### config.mk
export PLATFORM = sky130hd
export DESIGN_NAME = fetch_prefetch
export DESIGN_NICKNAME = d
export VERILOG_FILES = /design/src/rtl/fetch_prefetch.sv
export SDC_FILE = /design/constraint.sdc
export NUM_CORES = 1
export LEC_CHECK = 0
export ABC_CLOCK_PERIOD_IN_PS = 17100
export CAP_MARGIN = 30
export CORE_UTILIZATION = 60
export DETAILED_ROUTE_END_ITERATION = 16
export PLACE_DENSITY = 0.84
export SETUP_SLACK_MARGIN = 0.2
export SYNTH_ARGS = -nofsm -noshare
export SYNTH_HDL_FRONTEND = slang
export SYNTH_SLANG_ARGS = --single-unit
### constraint.sdc
create_clock -name clk -period 17.1 [get_ports clk]
set_input_delay 4.275 -clock clk [delete_from_list [all_inputs] [get_ports clk]]
set_output_delay 4.275 -clock clk [all_outputs]
set_load 0.05 [all_outputs]
### src/rtl/fetch_prefetch.sv
// Instruction prefetch unit: issues sequential reads ahead of decode and queues the
// returned words with their PCs; a redirect flushes the queue and drops in-flight reads.
module fetch_prefetch #(
   parameter int XLEN = 32,
   parameter int DEPTH = 4,
   parameter logic [XLEN-1:0] RESET_PC = '0
) (
   input  logic                     clk,
   input  logic                     reset,
   output logic                     mem_req_o,
   output logic [XLEN-1:0]          mem_addr_o,
   input  logic                     mem_gnt_i,
   input  logic                     mem_rvalid_i,
   input  logic [31:0]              mem_rdata_i,
   input  logic                     redirect_i,
   input  logic [XLEN-1:0]          redirect_pc_i,
   output logic                     instr_valid_o,
   output logic [31:0]              instr_o,
   output logic [XLEN-1:0]          instr_pc_o,
   input  logic                     instr_ready_i,
   output logic [$clog2(DEPTH):0]   count_o
);

   localparam int AW = $clog2(DEPTH);
   localparam int CW = AW + 1;
   localparam logic [CW:0] DepthW = (CW+1)'(DEPTH);

   logic [XLEN-1:0] fetchPc_q, fetchPc_d;
   logic [CW-1:0]   count_q, count_d;
   logic [CW-1:0]   outstanding_q, outstanding_d;
   logic [CW-1:0]   drop_q, drop_d;
   logic [AW-1:0]   head_q, head_d;
   logic [AW-1:0]   tail_q, tail_d;
   logic [AW-1:0]   tagWr_q, tagWr_d;
   logic [AW-1:0]   tagRd_q, tagRd_d;

   logic [31:0]     dataMem_q [DEPTH];
   logic [XLEN-1:0] pcMem_q   [DEPTH];
   logic [XLEN-1:0] tagMem_q  [DEPTH];

   logic [CW:0]     inFlight;
   logic            grant;
   logic            rspValid;
   logic            push;
   logic            pop;

   // Counting outstanding reads against free slots guarantees every response has room.
   assign inFlight      = {1'b0, count_q} + {1'b0, outstanding_q};
   assign mem_req_o     = !reset && !redirect_i && (inFlight < DepthW);
   assign mem_addr_o    = fetchPc_q;
   assign grant         = mem_req_o && mem_gnt_i;
   assign rspValid      = mem_rvalid_i && (outstanding_q != '0);
   assign push          = rspValid && (drop_q == '0) && !redirect_i;
   assign pop           = instr_valid_o && instr_ready_i && !redirect_i;

   assign instr_valid_o = (count_q != '0);
   assign instr_o       = instr_valid_o ? dataMem_q[head_q] : '0;
   assign instr_pc_o    = instr_valid_o ? pcMem_q[head_q] : '0;
   assign count_o       = count_q;

   // The tag queue always holds exactly one PC per outstanding read, so dropped
   // responses retire their own stale tags and no explicit clear is needed on redirect.
   always_comb begin
      fetchPc_d     = fetchPc_q;
      count_d       = count_q;
      outstanding_d = outstanding_q + CW'(grant) - CW'(rspValid);
      drop_d        = drop_q;
      head_d        = head_q + AW'(pop);
      tail_d        = tail_q + AW'(push);
      tagWr_d       = tagWr_q + AW'(grant);
      tagRd_d       = tagRd_q + AW'(rspValid);

      if (redirect_i) begin
         fetchPc_d = redirect_pc_i & ~XLEN'(3);
         count_d   = '0;
         head_d    = '0;
         tail_d    = '0;
         drop_d    = outstanding_q - CW'(rspValid);
      end else begin
         if (grant) begin
            fetchPc_d = fetchPc_q + XLEN'(4);
         end
         if (rspValid && (drop_q != '0)) begin
            drop_d = drop_q - CW'(1);
         end
         count_d = count_q + CW'(push) - CW'(pop);
      end
   end

   always_ff @(posedge clk or posedge reset) begin
      if (reset) begin
         fetchPc_q     <= RESET_PC;
         count_q       <= '0;
         outstanding_q <= '0;
         drop_q        <= '0;
         head_q        <= '0;
         tail_q        <= '0;
         tagWr_q       <= '0;
         tagRd_q       <= '0;
      end else begin
         fetchPc_q     <= fetchPc_d;
         count_q       <= count_d;
         outstanding_q <= outstanding_d;
         drop_q        <= drop_d;
         head_q        <= head_d;
         tail_q        <= tail_d;
         tagWr_q       <= tagWr_d;
         tagRd_q       <= tagRd_d;
      end
   end

   always_ff @(posedge clk) begin
      if (push) begin
         dataMem_q[tail_q] <= mem_rdata_i;
         pcMem_q[tail_q]   <= tagMem_q[tagRd_q];
      end
      if (grant) begin
         tagMem_q[tagWr_q] <= fetchPc_q;
      end
   end

   rvalidWithoutRequest: assert property (@(posedge clk) disable iff (reset)
      mem_rvalid_i |-> (outstanding_q != '0));

endmodule

== Word-level counts from Yosys, hierarchy flattened ==
Memory sizes are Yosys's and may differ from the RTL's.
Index checks and enable logic that the tools add are counted.

* Input bits: 70
* Memory bits (writable): 384
* Output and inout port bits: 101
* Logic and storage cells: 54
* Memories: 3
* Register bits: 49

* Mux-type cells: 13
* Add/sub/neg operators: 12
* Order comparisons: 1
* Reduce and logical (&&, ||, !) cells: 17

{| class="wikitable"
|+ Memories
! name !! depth !! width !! rd ports !! clocked after memory_dff !! write ports !! RTL line !! text
|-
| dataMem_q || 4 || 32 || 1 || 0 || 1 || 37 || <nowiki>logic [31:0] dataMem_q [DEPTH];</nowiki>
|-
| pcMem_q || 4 || 32 || 1 || 0 || 1 || 38 || <nowiki>logic [XLEN-1:0] pcMem_q [DEPTH];</nowiki>
|-
| tagMem_q || 4 || 32 || 1 || 0 || 1 || 39 || <nowiki>logic [XLEN-1:0] tagMem_q [DEPTH];</nowiki>
|}

{| class="wikitable"
|+ Operator list
! cell !! number
|-
| two-way mux 32 bit || 4
|-
| adder 32 x 3 -> 32 bit, second input constant || 1
|-
| logical AND 1 bit || 9
|-
| two-way mux 3 bit || 3
|-
| nonzero test 3 bit || 3
|-
| subtractor 3 x 1 -> 3 bit || 3
|-
| adder 2 x 1 -> 2 bit || 4
|-
| adder 3 x 1 -> 3 bit || 2
|-
| adder 3 x 3 -> 4 bit || 1
|-
| < comparator 4 x 3 -> 1 bit, second input constant || 1
|-
| two-way mux 1 bit || 4
|-
| two-way mux 2 bit || 2
|-
| nonzero test 2 bit || 2
|-
| logical NOT 3 bit || 1
|-
| subtractor 3 x 1 -> 3 bit, second input constant || 1
|-
| logical NOT 1 bit || 2
|}

== Longest topological paths before layout ==
* Word-level depth: 7
* Depth in mapped cells: 11
* Gate-level depth less buffers: 10

== Worst setup path before layout ==
No wires, ideal clock.

* Path kind: in2reg
* Start point: in mem_rvalid_i
* End point: mem dataMem_q[1][0] (enable)
* Cell stages on the path: 4
* Setup time: 0.571 ns
* Path buffers: 0
* Arrival: 9.254 ns
* Slack: 7.275 ns
* Data required time: 16.529 ns
* Cell sequence: o31ai_1 inv_1 nand4_1 nor3b_1

* Longest elaborated chain between the ends: 5

{| class="wikitable"
|+ RTL lines
! what !! RTL line !! text
|-
| from (decl) || 13 || <nowiki>input logic mem_rvalid_i,</nowiki>
|-
| logical AND 1 bit || 52 || <nowiki>assign rspValid = mem_rvalid_i && (outstanding_q != '0);</nowiki>
|-
| logical AND 1 bit (2 in a row) || 53 || <nowiki>assign push = rspValid && (drop_q == '0) && !redirect_i;</nowiki>
|-
| two-way mux 1 bit || 113 || <nowiki>if (push) begin</nowiki>
|-
| two-way mux 1 bit (implied by the code) || 114 || <nowiki>dataMem_q[tail_q] <= mem_rdata_i;</nowiki>
|-
| to (decl) || 37 ||
|}

Every way passes these cells.

== Worst setup path in the final report ==
* Start point: in redirect_i
* End point: out mem_req_o

* Longest elaborated chain between the ends: 3

{| class="wikitable"
|+ RTL lines
! what !! RTL line !! text
|-
| from (decl) || 15 || <nowiki>input logic redirect_i,</nowiki>
|-
| logical NOT 1 bit || 49 || <nowiki>assign mem_req_o = !reset && !redirect_i && (inFlight < DepthW);</nowiki>
|-
| logical AND 1 bit (2 in a row) || 49 ||
|-
| to (decl) || 10 || <nowiki>output logic mem_req_o,</nowiki>
|}

Every way passes these cells.

==> flow_metrics.py <==
metrics = {
    "power_and_ir_drop": {
        "peakVddDrop_mv": 0.144,
        "power_density_nw_per_um2": 148,
        "p_leak_nw": 6.48,
        "total_power_w": 0.00292,
    },
    "clock_tree": {
        "worstSkewPairLatency_ns": 0.53,
        "clock-root-buffer": "clkbuf_16",
        "htreeDepth": 2,
        "cts.clk_slew.worst_paths_ns": 0.06,
        "cts.repair.resized": 0,
        "cts_num_sinks": 415,
        "cts_tree": "built",
        "cts_inserted_buffers": 40,
        "clk_path_buf_depth": 3,
        "postCtsSetupRepairBufs": 0,
        "hold_buffers": 0,
    },
    "worst_setup_path": {
        "path_cells": "clkdlybuf4s50_1, buf_4, nor3_4, and3_1, clkdlybuf4s50_1",
        "slowest_delay_ns": 0.80,
        "arrival_ns": 6.19,
        "crit_path_end_kind": "output port",
        "cp-start-kind": "input port",
        "crit_required_ns": 12.82,
        "crit_fanout": 46,
        "crit_type": "in2out",
        "critPathSlowestCell": "clkdlybuf4s50_1",
        "crit_top_cell": "clkdlybuf4s50_1",
    },
    "synth": {
        "synth_adder_area_share": 0.0138,
        "seq_area_frac_synth": 0.741,
        "synth_cell_type_count": 48,
        "netlist_area_um2": 16500,
        "synth_top_family_by_area": "multiplexers",
        "synth_compound_area_frac": 0.0267,
        "ys_ff_latch": 415,
        "synth_cells": 852,
        "yosys.area_share.simple": 0.0649,
        "muxShareOfSynthArea": 0.131,
        "avgSynthCellArea_um2": 19.4,
        "ys.flop_type": "edfxtp_1",
        "synth-edff-count": 368,
        "async_reset_ff_frac": 0.113,
        "ys_warn_count": 0,
        "synthXorXnorAreaFrac": 0.00531,
    },
    "layout": {
        "multi_input_area_um2": 4040,
        "final_common_cell": "edfxtp_1",
        "nNetsFinal": 1120,
        "register_area_um2": 12200,
        "diodes": 0,
        "drive_above_1_share": 0.180,
        "syn_to_final_growth_pct": 19.8,
        "nFillCells": 1513,
        "finalInstanceArea_um2": 19800,
        "layout_common_cells": "edfxtp_1 (368), clkdlybuf4s50_1 (164), mux4_2 (92), nor2b_1 (65), dfrtp_1 (44)",
    },
    "timing": {
        "fin_setup_tns_ns": 0,
        "finalHoldViolations": 0,
        "rsz0062_at_grt": "no",
        "min_period_ns": 10.46,
        "maxSlewViolCount": 0,
        "fin_worst_skew_ns": 0.0114,
        "fin_crit_sh": 0.612,
        "worst_pin_slew_ns": 0.930,
        "fin_ws_ns": 6.64,
        "fmax_mhz": 95.6,
        "relSlewSlack": 0.380,
        "hold_ws_ns": 0.567,
        "setup_viol": 0,
    },
    "die": {
        "start_util": 0.612,
        "io_pins": 171,
        "die_w_um": 168,
        "core-area_um2": 27000,
        "die_h_um": 168,
        "placementRows": 60,
        "dieArea_um2": 28200,
    },
    "run": {
        "max_cap_violations": 0,
    },
    "routing": {
        "vias": 8570,
        "wl_met2_um": 15400,
        "m1WireLength_um": 13500,
        "route.detailed.drc": 0,
        "routed.top_layer": "met4",
        "vias_per_cell": 6.10,
        "routedWlPerCell_um": 22.4,
        "firstDrtPassIters": 5,
        "drt-total-wl_um": 31500,
        "wl_met3_um": 2050,
        "antenna_left": 0,
        "drtIter0Drc": 685,
    },
    "global_routing": {
        "track_usage": 0.231,
        "antenna_found_initial": 0,
        "grt_pass1_vias": 8950,
        "grt_overflow": 0,
        "grt_pass1_wl_um": 49400,
        "grt_max_degree": 64,
    },
    "placement": {
        "pre_cts_slack_ns": 6.65,
        "postPlaceCellArea_um2": 18500,
        "port_buffers": 164,
        "post-dp-hpwl_um": 17600,
        "gp_congestion": 0.790,
    },
    "status": {
        "status": "finished, final reports clean",
    },
    "hold_path": {
        "hold_path_class": "reg2reg",
    },
}
[critical path: cells and delay by family]
family                 cells  cell delay (ns)
AND/OR/NAND/NOR            2             0.41
buffers and inverters      3             1.50
[stage by stage]
stage / cells / util
after global routing: 1405 / 0.733
after floorplan: 855 / -
after detailed placement: 1332 / 0.688
after CTS: 1405 / 0.733
after global placement: 1330 / 0.687
final: 1405 / 0.733
[cells in the mapped netlist, types with 10 or more instances]
cell type  count  area [um^2]
buf_2         14         70.1
edfxtp_1     368        11100
nor2_1        16         60.1
nor2b_1       65          407
nand4_1       10         62.6
inv_1         15         56.3
dfrtp_1       47         1180
o21ai_0       14         70.1
o211ai_1      12         90.1
clkbuf_1      20         75.1
nand2_1       34          128
mux4_2        92         2070
ha_1          15          188
nand3_1       23          115
[area by class of cell]
| cell class | instances | share of cell area |
|---|---|---|
| Timing Repair Buffer | 180 | 0.0904 |
| Clock buffer | 49 | 0.0539 |
| Tap cell | 341 | 0.0216 |
| Inverter | 16 | 0.00304 |
| Sequential cell | 415 | 0.619 |
| Multi-Input combinational cell | 380 | 0.204 |
| Clock inverter | 24 | 0.00779 |
[power by group]
group	total (W)	internal (W)	switching [W]
Combinational	0.000817	0.000311	0.000506
Sequential	0.00129	0.00121	0.0000763
Clock	0.000817	0.000461	0.000356
[sequential cells by signal, summed over array words and instances (netlist names)]
signal / count
outstanding_q: 3
tagMem_q: 120
head_q: 2
tail_q: 2
tagRd_q: 2
dataMem_q: 128
count_o: 3
tagWr_q: 2
mem_addr_o: 30
drop_q: 3
pcMem_q: 120
[metal layers]
layer,track usage,up-vias
met4,0.0602,0
met2,0.380,345
met5,0,-
met1,0.325,4399
li1,-,3778
met3,0.0430,48
[final timing paths]
check                      startpoint          to  slack (ns)  cells after the start
max                        redirect_i   mem_req_o        6.64                      5
min                         drop_q[1]   drop_q[1]        0.57                      2
max reg2reg                count_o[1]  count_o[2]       14.13                     11
min reg2reg                 drop_q[1]   drop_q[1]        0.57                      2
max in group asynchronous       reset   head_q[0]       12.60                      3
min in group asynchronous       reset  count_o[2]        4.01                      2
[cells by family (layout without fill, tap and decap cells)]
group,count (synthesis),after routing
other,1,4
flip-flops,415,415
multiplexers,101,101
adder cells (fa/ha/maj),17,17
buffers and inverters,60,269
XOR/XNOR,10,10
AND/OR/NAND/NOR,185,185
AO/OA/AOI/OAI,63,63
Power figures use the tool's default switching activity.
